## src/rtl/mem_access_if.sv

```systemverilog
// Data-bus bundle between the mem_access stage (master) and the memory/bus fabric (slave).
// Single outstanding request, req held until a one-cycle ack.
interface mem_access_if #(
  parameter int ADDR_WIDTH = 32
);
  logic                  bus_req_o;
  logic                  bus_we_o;
  logic [ADDR_WIDTH-1:0] bus_addr_o;
  logic [3:0]            bus_be_o;
  logic [31:0]           bus_wdata_o;
  logic                  bus_ack_i;
  logic [31:0]           bus_rdata_i;

  modport master (
    output bus_req_o, bus_we_o, bus_addr_o, bus_be_o, bus_wdata_o,
    input  bus_ack_i, bus_rdata_i
  );

  modport slave (
    input  bus_req_o, bus_we_o, bus_addr_o, bus_be_o, bus_wdata_o,
    output bus_ack_i, bus_rdata_i
  );
endinterface

```

## src/rtl/mem_access.sv

```systemverilog
// Memory-access pipeline stage: byte-lane alignment, load extension, bus timeout, WB register.
// Optional MEM_MISALIGN_TRAP_EN: misaligned half/word accesses raise bus_err_o instead of being masked.
//
// state | meaning
// IDLE  | pass execute results to WB, accept a new load/store
// BUS   | request held on the bus, waiting for ack or timeout
module mem_access #(
  parameter int ADDR_WIDTH     = 32,
  parameter int TIMEOUT_CYCLES = 16
) (
  input  logic        clk,
  input  logic        rst_n,
  input  logic        r_mem_enable_i,
  input  logic [31:0] r_mem_addr_i,
  input  logic        w_mem_enable_i,
  input  logic [31:0] w_mem_addr_i,
  input  logic [31:0] w_mem_data_i,
  input  logic [2:0]  data_type_i,
  input  logic        ex_w_reg_enable_i,
  input  logic        mem_w_reg_enable_i,
  input  logic [4:0]  w_reg_addr_i,
  input  logic [31:0] ex_w_reg_data_i,
  mem_access_if.master bus,
  output logic        stall_o,
  output logic        wb_reg_enable_o,
  output logic [4:0]  wb_reg_addr_o,
  output logic [31:0] wb_reg_data_o,
  output logic        bus_err_o
);
  localparam int TW = (TIMEOUT_CYCLES > 1) ? $clog2(TIMEOUT_CYCLES) : 1;
  localparam logic [TW-1:0] TO_LAST = (TIMEOUT_CYCLES == 0) ? '0 : TW'(TIMEOUT_CYCLES - 1);

  typedef enum logic {IDLE, BUS} state_e;

  state_e                state_q, state_d;
  logic [ADDR_WIDTH-1:0] addr_q, addr_d;
  logic                  we_q, we_d;
  logic [3:0]            be_q, be_d;
  logic [31:0]           wdata_q, wdata_d;
  logic [2:0]            type_q, type_d;
  logic [4:0]            rd_q, rd_d;
  logic                  ld_wen_q, ld_wen_d;
  logic [TW-1:0]         timer_q, timer_d;
  logic                  wb_en_q, wb_en_d;
  logic [4:0]            wb_addr_q, wb_addr_d;
  logic [31:0]           wb_data_q, wb_data_d;
  logic                  err_q, err_d;

  logic                  req_en, is_byte, is_half;
  logic [31:0]           req_addr_raw;
  logic [ADDR_WIDTH-1:0] req_addr;
  logic [3:0]            req_be;
  logic [31:0]           req_wdata;
  logic [31:0]           rd_shifted, ld_data;

  // Request decode; unlisted type codes (incl. 000) behave as word.
  always_comb begin
    req_en       = w_mem_enable_i | r_mem_enable_i;
    req_addr_raw = w_mem_enable_i ? w_mem_addr_i : r_mem_addr_i;
    is_byte      = (data_type_i == 3'b001) || (data_type_i == 3'b101);
    is_half      = (data_type_i == 3'b010) || (data_type_i == 3'b110);
    req_addr     = req_addr_raw[ADDR_WIDTH-1:0];
    if (is_half) begin
      req_addr[0] = 1'b0;
    end else if (!is_byte) begin
      req_addr[1:0] = 2'b00;
    end
    if (is_byte) begin
      req_be    = 4'b0001 << req_addr[1:0];
      req_wdata = {4{w_mem_data_i[7:0]}};
    end else if (is_half) begin
      req_be    = req_addr[1] ? 4'b1100 : 4'b0011;
      req_wdata = {2{w_mem_data_i[15:0]}};
    end else begin
      req_be    = 4'b1111;
      req_wdata = w_mem_data_i;
    end
  end

`ifdef MEM_MISALIGN_TRAP_EN
  logic misalign;
  assign misalign = is_half ? req_addr_raw[0] : (!is_byte && (req_addr_raw[1:0] != 2'b00));
`endif

  always_comb begin
    rd_shifted = bus.bus_rdata_i >> {addr_q[1:0], 3'b000};
    case (type_q)
      3'b001:  ld_data = {{24{rd_shifted[7]}}, rd_shifted[7:0]};
      3'b101:  ld_data = {24'h0, rd_shifted[7:0]};
      3'b010:  ld_data = {{16{rd_shifted[15]}}, rd_shifted[15:0]};
      3'b110:  ld_data = {16'h0, rd_shifted[15:0]};
      default: ld_data = rd_shifted;
    endcase
  end

  always_comb begin
    state_d   = state_q;
    addr_d    = addr_q;
    we_d      = we_q;
    be_d      = be_q;
    wdata_d   = wdata_q;
    type_d    = type_q;
    rd_d      = rd_q;
    ld_wen_d  = ld_wen_q;
    timer_d   = timer_q;
    wb_en_d   = 1'b0;
    wb_addr_d = wb_addr_q;
    wb_data_d = wb_data_q;
    err_d     = 1'b0;
    stall_o   = 1'b0;
    case (state_q)
      IDLE: begin
        timer_d = '0;
        if (req_en) begin
`ifdef MEM_MISALIGN_TRAP_EN
          if (misalign) begin
            err_d = 1'b1;
          end else begin
            stall_o  = 1'b1;
            state_d  = BUS;
            addr_d   = req_addr;
            we_d     = w_mem_enable_i;
            be_d     = req_be;
            wdata_d  = req_wdata;
            type_d   = data_type_i;
            rd_d     = w_reg_addr_i;
            ld_wen_d = mem_w_reg_enable_i;
          end
`else
          stall_o  = 1'b1;
          state_d  = BUS;
          addr_d   = req_addr;
          we_d     = w_mem_enable_i;
          be_d     = req_be;
          wdata_d  = req_wdata;
          type_d   = data_type_i;
          rd_d     = w_reg_addr_i;
          ld_wen_d = mem_w_reg_enable_i;
`endif
        end else begin
          wb_en_d   = ex_w_reg_enable_i && (w_reg_addr_i != 5'd0);
          wb_addr_d = w_reg_addr_i;
          wb_data_d = ex_w_reg_data_i;
        end
      end
      BUS: begin
        if (bus.bus_ack_i) begin
          state_d   = IDLE;
          timer_d   = '0;
          wb_en_d   = !we_q && ld_wen_q && (rd_q != 5'd0);
          wb_addr_d = rd_q;
          wb_data_d = ld_data;
        end else if ((TIMEOUT_CYCLES != 0) && (timer_q == TO_LAST)) begin
          // Abandon the access; upstream is released in this same cycle.
          state_d = IDLE;
          timer_d = '0;
          err_d   = 1'b1;
        end else begin
          stall_o = 1'b1;
          timer_d = timer_q + TW'(1);
        end
      end
      default: state_d = IDLE;
    endcase
  end

  always_ff @(posedge clk) begin
    if (!rst_n) begin
      state_q   <= IDLE;
      addr_q    <= '0;
      we_q      <= 1'b0;
      be_q      <= '0;
      wdata_q   <= '0;
      type_q    <= '0;
      rd_q      <= '0;
      ld_wen_q  <= 1'b0;
      timer_q   <= '0;
      wb_en_q   <= 1'b0;
      wb_addr_q <= '0;
      wb_data_q <= '0;
      err_q     <= 1'b0;
    end else begin
      state_q   <= state_d;
      addr_q    <= addr_d;
      we_q      <= we_d;
      be_q      <= be_d;
      wdata_q   <= wdata_d;
      type_q    <= type_d;
      rd_q      <= rd_d;
      ld_wen_q  <= ld_wen_d;
      timer_q   <= timer_d;
      wb_en_q   <= wb_en_d;
      wb_addr_q <= wb_addr_d;
      wb_data_q <= wb_data_d;
      err_q     <= err_d;
    end
  end

  assign bus.bus_req_o   = (state_q == BUS);
  assign bus.bus_we_o    = (state_q == BUS) && we_q;
  assign bus.bus_addr_o  = {addr_q[ADDR_WIDTH-1:2], 2'b00};
  assign bus.bus_be_o    = be_q;
  assign bus.bus_wdata_o = wdata_q;
  assign wb_reg_enable_o = wb_en_q;
  assign wb_reg_addr_o   = wb_addr_q;
  assign wb_reg_data_o   = wb_data_q;
  assign bus_err_o       = err_q;
endmodule

```

## src/flat_wrapper.sv

```systemverilog
// flat-port wrapper written by rule: the top's interface ports become plain ports
module mem_access_flat 
#(
  parameter int ADDR_WIDTH     = 32,
  parameter int TIMEOUT_CYCLES = 16
)
  (clk, rst_n, r_mem_enable_i, r_mem_addr_i, w_mem_enable_i, w_mem_addr_i, w_mem_data_i, data_type_i, ex_w_reg_enable_i, mem_w_reg_enable_i, w_reg_addr_i, ex_w_reg_data_i, stall_o, wb_reg_enable_o, wb_reg_addr_o, wb_reg_data_o, bus_err_o, bus_bus_req_o, bus_bus_we_o, bus_bus_addr_o, bus_bus_be_o, bus_bus_wdata_o, bus_bus_ack_i, bus_bus_rdata_i);
  mem_access_if #(.ADDR_WIDTH(ADDR_WIDTH)) bus_i ();
  input  logic clk;
  input  logic rst_n;
  input  logic r_mem_enable_i;
  input  logic [31:0] r_mem_addr_i;
  input  logic w_mem_enable_i;
  input  logic [31:0] w_mem_addr_i;
  input  logic [31:0] w_mem_data_i;
  input  logic [2:0] data_type_i;
  input  logic ex_w_reg_enable_i;
  input  logic mem_w_reg_enable_i;
  input  logic [4:0] w_reg_addr_i;
  input  logic [31:0] ex_w_reg_data_i;
  output logic stall_o;
  output logic wb_reg_enable_o;
  output logic [4:0] wb_reg_addr_o;
  output logic [31:0] wb_reg_data_o;
  output logic bus_err_o;
  output wire logic [$bits(bus_i.bus_req_o)-1:0] bus_bus_req_o;
  output wire logic [$bits(bus_i.bus_we_o)-1:0] bus_bus_we_o;
  output wire logic [$bits(bus_i.bus_addr_o)-1:0] bus_bus_addr_o;
  output wire logic [$bits(bus_i.bus_be_o)-1:0] bus_bus_be_o;
  output wire logic [$bits(bus_i.bus_wdata_o)-1:0] bus_bus_wdata_o;
  input wire logic [$bits(bus_i.bus_ack_i)-1:0] bus_bus_ack_i;
  input wire logic [$bits(bus_i.bus_rdata_i)-1:0] bus_bus_rdata_i;
  assign bus_bus_req_o = bus_i.bus_req_o;
  assign bus_bus_we_o = bus_i.bus_we_o;
  assign bus_bus_addr_o = bus_i.bus_addr_o;
  assign bus_bus_be_o = bus_i.bus_be_o;
  assign bus_bus_wdata_o = bus_i.bus_wdata_o;
  assign bus_i.bus_ack_i = bus_bus_ack_i;
  assign bus_i.bus_rdata_i = bus_bus_rdata_i;
  mem_access #(.ADDR_WIDTH(ADDR_WIDTH), .TIMEOUT_CYCLES(TIMEOUT_CYCLES)) u_core (.clk(clk), .rst_n(rst_n), .r_mem_enable_i(r_mem_enable_i), .r_mem_addr_i(r_mem_addr_i), .w_mem_enable_i(w_mem_enable_i), .w_mem_addr_i(w_mem_addr_i), .w_mem_data_i(w_mem_data_i), .data_type_i(data_type_i), .ex_w_reg_enable_i(ex_w_reg_enable_i), .mem_w_reg_enable_i(mem_w_reg_enable_i), .w_reg_addr_i(w_reg_addr_i), .ex_w_reg_data_i(ex_w_reg_data_i), .bus(bus_i), .stall_o(stall_o), .wb_reg_enable_o(wb_reg_enable_o), .wb_reg_addr_o(wb_reg_addr_o), .wb_reg_data_o(wb_reg_data_o), .bus_err_o(bus_err_o));
endmodule
```

## config.mk

```make
export PLATFORM = sky130hd
export DESIGN_NAME = mem_access_flat
export DESIGN_NICKNAME = d
export VERILOG_FILES = /design/src/rtl/mem_access_if.sv /design/src/rtl/mem_access.sv /design/src/flat_wrapper.sv
export SDC_FILE = /design/constraint.sdc
export NUM_CORES = 1
export LEC_CHECK = 0
export BUFFER_PORTS_ARGS = -buffer_cell sky130_fd_sc_hd__buf_2
export CORE_ASPECT_RATIO = 0.6
export CORE_UTILIZATION = 43
export DETAILED_ROUTE_END_ITERATION = 8
export GPL_ROUTABILITY_DRIVEN = 0
export GPL_TIMING_DRIVEN = 0
export HOLD_SLACK_MARGIN = 0.05
export PLACE_DENSITY = 0.81
export SLEW_MARGIN = 20
export SYNTH_ARGS = -nofsm -noshare
export SYNTH_HDL_FRONTEND = slang
export SYNTH_SLANG_ARGS = --single-unit
```

## constraint.sdc

```tcl
create_clock -name clk -period 1.8 [get_ports clk]
set_clock_uncertainty 0.15 [all_clocks]
set_input_delay 0.36 -clock clk [delete_from_list [all_inputs] [get_ports clk]]
set_output_delay 0.36 -clock clk [all_outputs]
set_load 0.05 [all_outputs]
```

# Word level (Yosys, flattened, before mapping)
# Cells that the tools add are included.
# word_totals
out_inout_bits	110
regBits	122
in_bits	175
# classes
mux	27
reduce_logical	12
eq_ne	11
n_shift	2
bitwise_logic	3
add_sub_neg	1
# op_table
cell	n
32-bit two-way mux	5
32-bit one-hot mux with 4 select lines	1
32-bit one-hot mux with 2 select lines	1
32-bit by 5-bit >> shifter with 32-bit output	1
4-bit two-way mux	5
3-bit == test (second input constant)	4
5-bit two-way mux	2
5-bit one-hot mux with 2 select lines	1
5-bit nonzero test	2
1-bit two-way mux	8
4-bit one-hot mux with 2 select lines	1
3-bit by 1-bit == test with 1-bit output (second input constant)	2
3-bit by 2-bit == test with 1-bit output (second input constant)	2
4-bit by 1-bit adder with 4-bit output (second input constant)	1
4-bit == test (second input constant)	1
1-bit logical AND	4
2-bit inequality test (second input constant)	2
1-bit one-hot mux with 2 select lines	2
2-bit AND reduction	2
1-bit by 2-bit left shift with 4-bit output (first input constant)	1
3-bit OR reduction	1
1-bit logical OR	2
2-bit two-way mux	1
1-bit NOT	2
other kinds (2)	2

# Logic depth before layout (Yosys ltp)
# logic_depth
depth_word	7
mapped_depth	7
ltp_nobuf	5

# Worst setup path after synthesis
# No wires, ideal clock.
# synth_path
kind	register -> register
from	register u_core.state_q (netlist: u_core.bus.bus_req_o)
to	register u_core.state_q (netlist: u_core.bus.bus_req_o)
setup_ps	116
period_less_slack_ps	2669
setup_slack_ps	-869
path_buffers	3
stages_incl_launch_ff	7
t_arrival_ps	2403
path_cell_list	dfxtp_1 -> clkbuf_1 -> buf_1 -> o21bai_1 -> clkbuf_1 -> nand2_1 -> and2_1
# synth_between
elab_chain_len	2
# synth_rtl
item	line	source
start, declared	mem_access.sv:35	state_e state_q, state_d;
start signal, assigned	mem_access.sv:183	state_q <= state_d;
1-bit NOT	n/a	
1-bit one-hot mux with 2 select lines *	n/a	
named net stall_o	flat_wrapper.sv:21	output logic stall_o;
# Mark *: on every way through the listed nets, which the timed path passes. The rest lies on a longest branch.
# A chain may end at the register's enable or synchronous reset.

# Final worst setup path
# layout_path
from	register u_core.state_q (netlist: u_core.bus.bus_req_o)
to	output port stall_o
# layout_between
elab_chain_len	2
# layout_rtl
item	line	source
1-bit NOT	mem_access.sv:111	case (state_q)
1-bit one-hot mux with 2 select lines *	mem_access.sv:111	
end, declared	flat_wrapper.sv:21	
# Mark *: on every way between the ends. The rest lies on a longest branch, timed or not.

==> impl_metrics.yaml <==
status:
  status: "finished with violations"
  violations: "setup timing"
critical_path:
  rr_startpoint: "u_core.addr_q[0]"
  critical_path_depth: 5
  critPathSlowestCell: "dfxtp_4"
  setup.worst_path.class: "flop to output pin"
  crit_chain: "buf_8, o21bai_4, buf_8, nand2_4, buf_8"
  arrival_ns: 1.45
  reg2regPathDepth: 7
  reg2reg_to: "u_core.wb_reg_data_o[30]"
  cp.required_ns: 1.29
  crit_top_cell: "buf_8"
  critPathLaunchType: "flop"
  rrSetupSlack_ns: -0.15
  cp_top_family: "buffers and inverters"
  critPathMaxStageDelay_ns: 0.38
  cp-end-kind: "output pin"
  crit_fanout: 6
  critPathBufInv: 3
sta:
  finalSetupViolCount: 25
  finalSetupTns_ns: -1.78
  worst_pin_slew_ns: 0.741
  worst_slack_ns: -0.159
  rsz0062_at_grt: "yes"
  hold_violations: 0
  period_share: 1.09
  period_minus_slack_ns: 1.96
  drv_slew: 0
  slew-limit-headroom: 0.506
  fmax_mhz: 511
synth:
  synth-main-ff-cell: "dfxtp_1"
  synthDistinctLibCells: 46
  synth.most_common_cell: "nand2_1"
  yosys.area.top_type_share: 0.382
  async_reset_ff_frac: 0
  ys_seq_area_frac: 0.382
  avgSynthCellArea_um2: 9.01
  yosys-top-cells-area: "dfxtp_1 38%, mux2i_1 12%, nand2_1 9.5%"
  ys_ff_latch: 122
  synth_edf_count: 0
  synthCells: 709
  ys_warn_count: 0
  yosysTopAreaCell: "dfxtp_1"
  netlist_top_cells_count: "161 x nand2_1, 122 x dfxtp_1, 78 x mux2i_1"
  synth_area_um2: 6390
placement:
  dp_cells: 1187
  pre_cts_ws_ns: -0.512
  io_buffers: 279
  placed_area_um2: 8130
  hpwl_um: 16900
routing:
  drt_iter0_drc: 540
  wl_per_cell_um: 17.9
  totalWireLength_um: 22000
  drc: 0
  routed_via_density: 5.42
  vias: 6674
  dr.pass1.iters: 5
  postRouteAntennaNets: 0
worst_hold_path:
  holdPathEnd: "u_core.type_q[2]"
  hold_depth: 3
  hold_class: "input pin to flop"
  min_from: "data_type_i[2]"
finish:
  num_antenna_cells: 0
  fin_nets: 1196
  drive_gt1_frac: 0.429
  fin_cells: 1231
  design_area_um2: 9170
  area_growth_syn_to_layout_pct: 43.5
clock_network:
  cts_sinks: 122
  insertion_delay_ns: 0.40
  clockBufferDepth: 2
  htreeDepth: 4
  cts_root_buffer: "clkbuf_16"
  clk_pin_slew_ns: 0.06
  tritoncts: "built"
  cts_buffers: 17
power:
  p_leak_nw: 4.87
  peakVddDrop_mv: 0.527
  power_density_nw_per_um2: 1060
die:
  fp.dieH_um: 96.4
  rows: 34
  coreArea_um2: 14500
  die_w_um: 159
  dieArea_um2: 15400
  start_util: 0.440
  io_pins: 285
grt:
  grtUsageMet1: 0.407
  top_usage_layer: "met1"
  grt_pass1_wl_um: 32700
  met2_usage: 0.403
  grt-ovfl-total: 0
  grt_antenna_before_repair: 1
  grt_max_degree: 17
  use_met3: 0.0875
  track_usage: 0.280
  first_global_vias: 6042
flow_run:
  cap_violations: 0
==> worst max-delay path by stage <==
| stage | to | start |
|---|---|---|
| 2_1_floorplan | u_core.wb_reg_data_o[16] | u_core.bus.bus_req_o |
| 3_3_place_gp | u_core.wb_reg_enable_o | w_mem_enable_i |
| 3_5_place_dp | u_core.wb_reg_data_o[30] | u_core.type_q[0] |
| 4_1_cts | stall_o | u_core.bus.bus_req_o |
| 5_1_grt | stall_o | u_core.bus.bus_req_o |
| 6_report | stall_o | u_core.bus.bus_req_o |
==> tightest hold or removal path: cells and delay by family <==
kind,cells,cell delay (ns)
and+or+nand+nor,1,0.04
AOI/OAI and AO/OA,1,0.08
buffers and inverters,1,0.09
==> metrics by stage <==
stage / total power [mW] / util / hold WS, ns
floorplan: 4.98 / - / 0.268
global placement: 5.70 / 0.561 / 0.280
detailed placement: 5.74 / 0.561 / 0.287
CTS: 9.71 / 0.624 / 0.0666
global route: 10.1 / 0.632 / 0.0739
finish: 9.76 / 0.632 / 0.0822
==> flip-flops by register name, indices dropped and copies added, names as in the netlist <==
name / cells
u_core.bus.bus_wdata_o: 32
u_core.bus.bus_be_o: 4
u_core.bus_err_o: 1
u_core.ld_wen_q: 1
u_core.bus.bus_req_o: 1
u_core.wb_reg_addr_o: 5
u_core.rd_q: 5
u_core.timer_q: 4
u_core.addr_q: 32
u_core.wb_reg_enable_o: 1
u_core.we_q: 1
u_core.wb_reg_data_o: 32
u_core.type_q: 3
==> routing by layer <==
metal  vias to the layer above  wire, µm  share of wire
met4                         2       166         0.0075
met1                      3177     10700           0.49
met3                        21      2180          0.099
li1                       3160         -              -
met5                         -        13        0.00059
met2                       314      8940           0.41
==> repair_timing <==
action,CTS,global route
endpoints found under the setup margin,116,100
pin swaps,4,6
gates cloned,0,1
setup buffers,12,0
hold buffers,0,0
gates resized for setup,55,49
==> power by group <==
part	total, mW	switching [mW]	internal [mW]
sequential	3.09	0.138	2.96
clock	3.88	1.26	2.61
combinational	2.78	1.79	0.990
total	9.76	3.20	6.56
==> cell type report <==
class / instances / area, µm²
Clock inverter: 10 / 188
Tap cell: 198 / 248
Sequential cell: 122 / 2450
Fill cell: 1277 / 5340
Inverter: 2 / 7.51
Buffer: 95 / 662
Multi-Input combinational cell: 490 / 3590
Clock buffer: 22 / 484
Timing Repair Buffer: 292 / 1540
==> logic make-up (layout without fill, tap and decap cells) <==
group,Yosys count,count (layout),share of synthesized area
other,1,2,0.000587
XOR/XNOR,4,4,0.00666
AO/OA/AOI/OAI,183,183,0.241
adder cells (fa/ha/maj),1,1,0.00196
buffers and inverters,98,421,0.0779
multiplexers,95,95,0.156
AND/OR/NAND/NOR,205,205,0.134
flip-flops,122,122,0.382
==> cell usage in the layout, fill, tap and decap left out, drive strengths merged, types with 7 or more instances in the layout <==
cell type | synthesis | routed
a32o | 22 | 22
buf | 49 | 344
dfxtp | 122 | 122
a21oi | 7 | 7
nand2 | 161 | 161
nor2 | 7 | 7
clkbuf | 47 | 65
o21ai | 17 | 17
a21o | 8 | 8
o2bb2ai | 7 | 7
o211a | 51 | 51
nor3 | 8 | 8
a221o | 10 | 10
mux2 | 15 | 15
o211ai | 16 | 16
a21boi | 29 | 29
mux2i | 78 | 78
No activity file was read; power rests on OpenSTA's default activity.
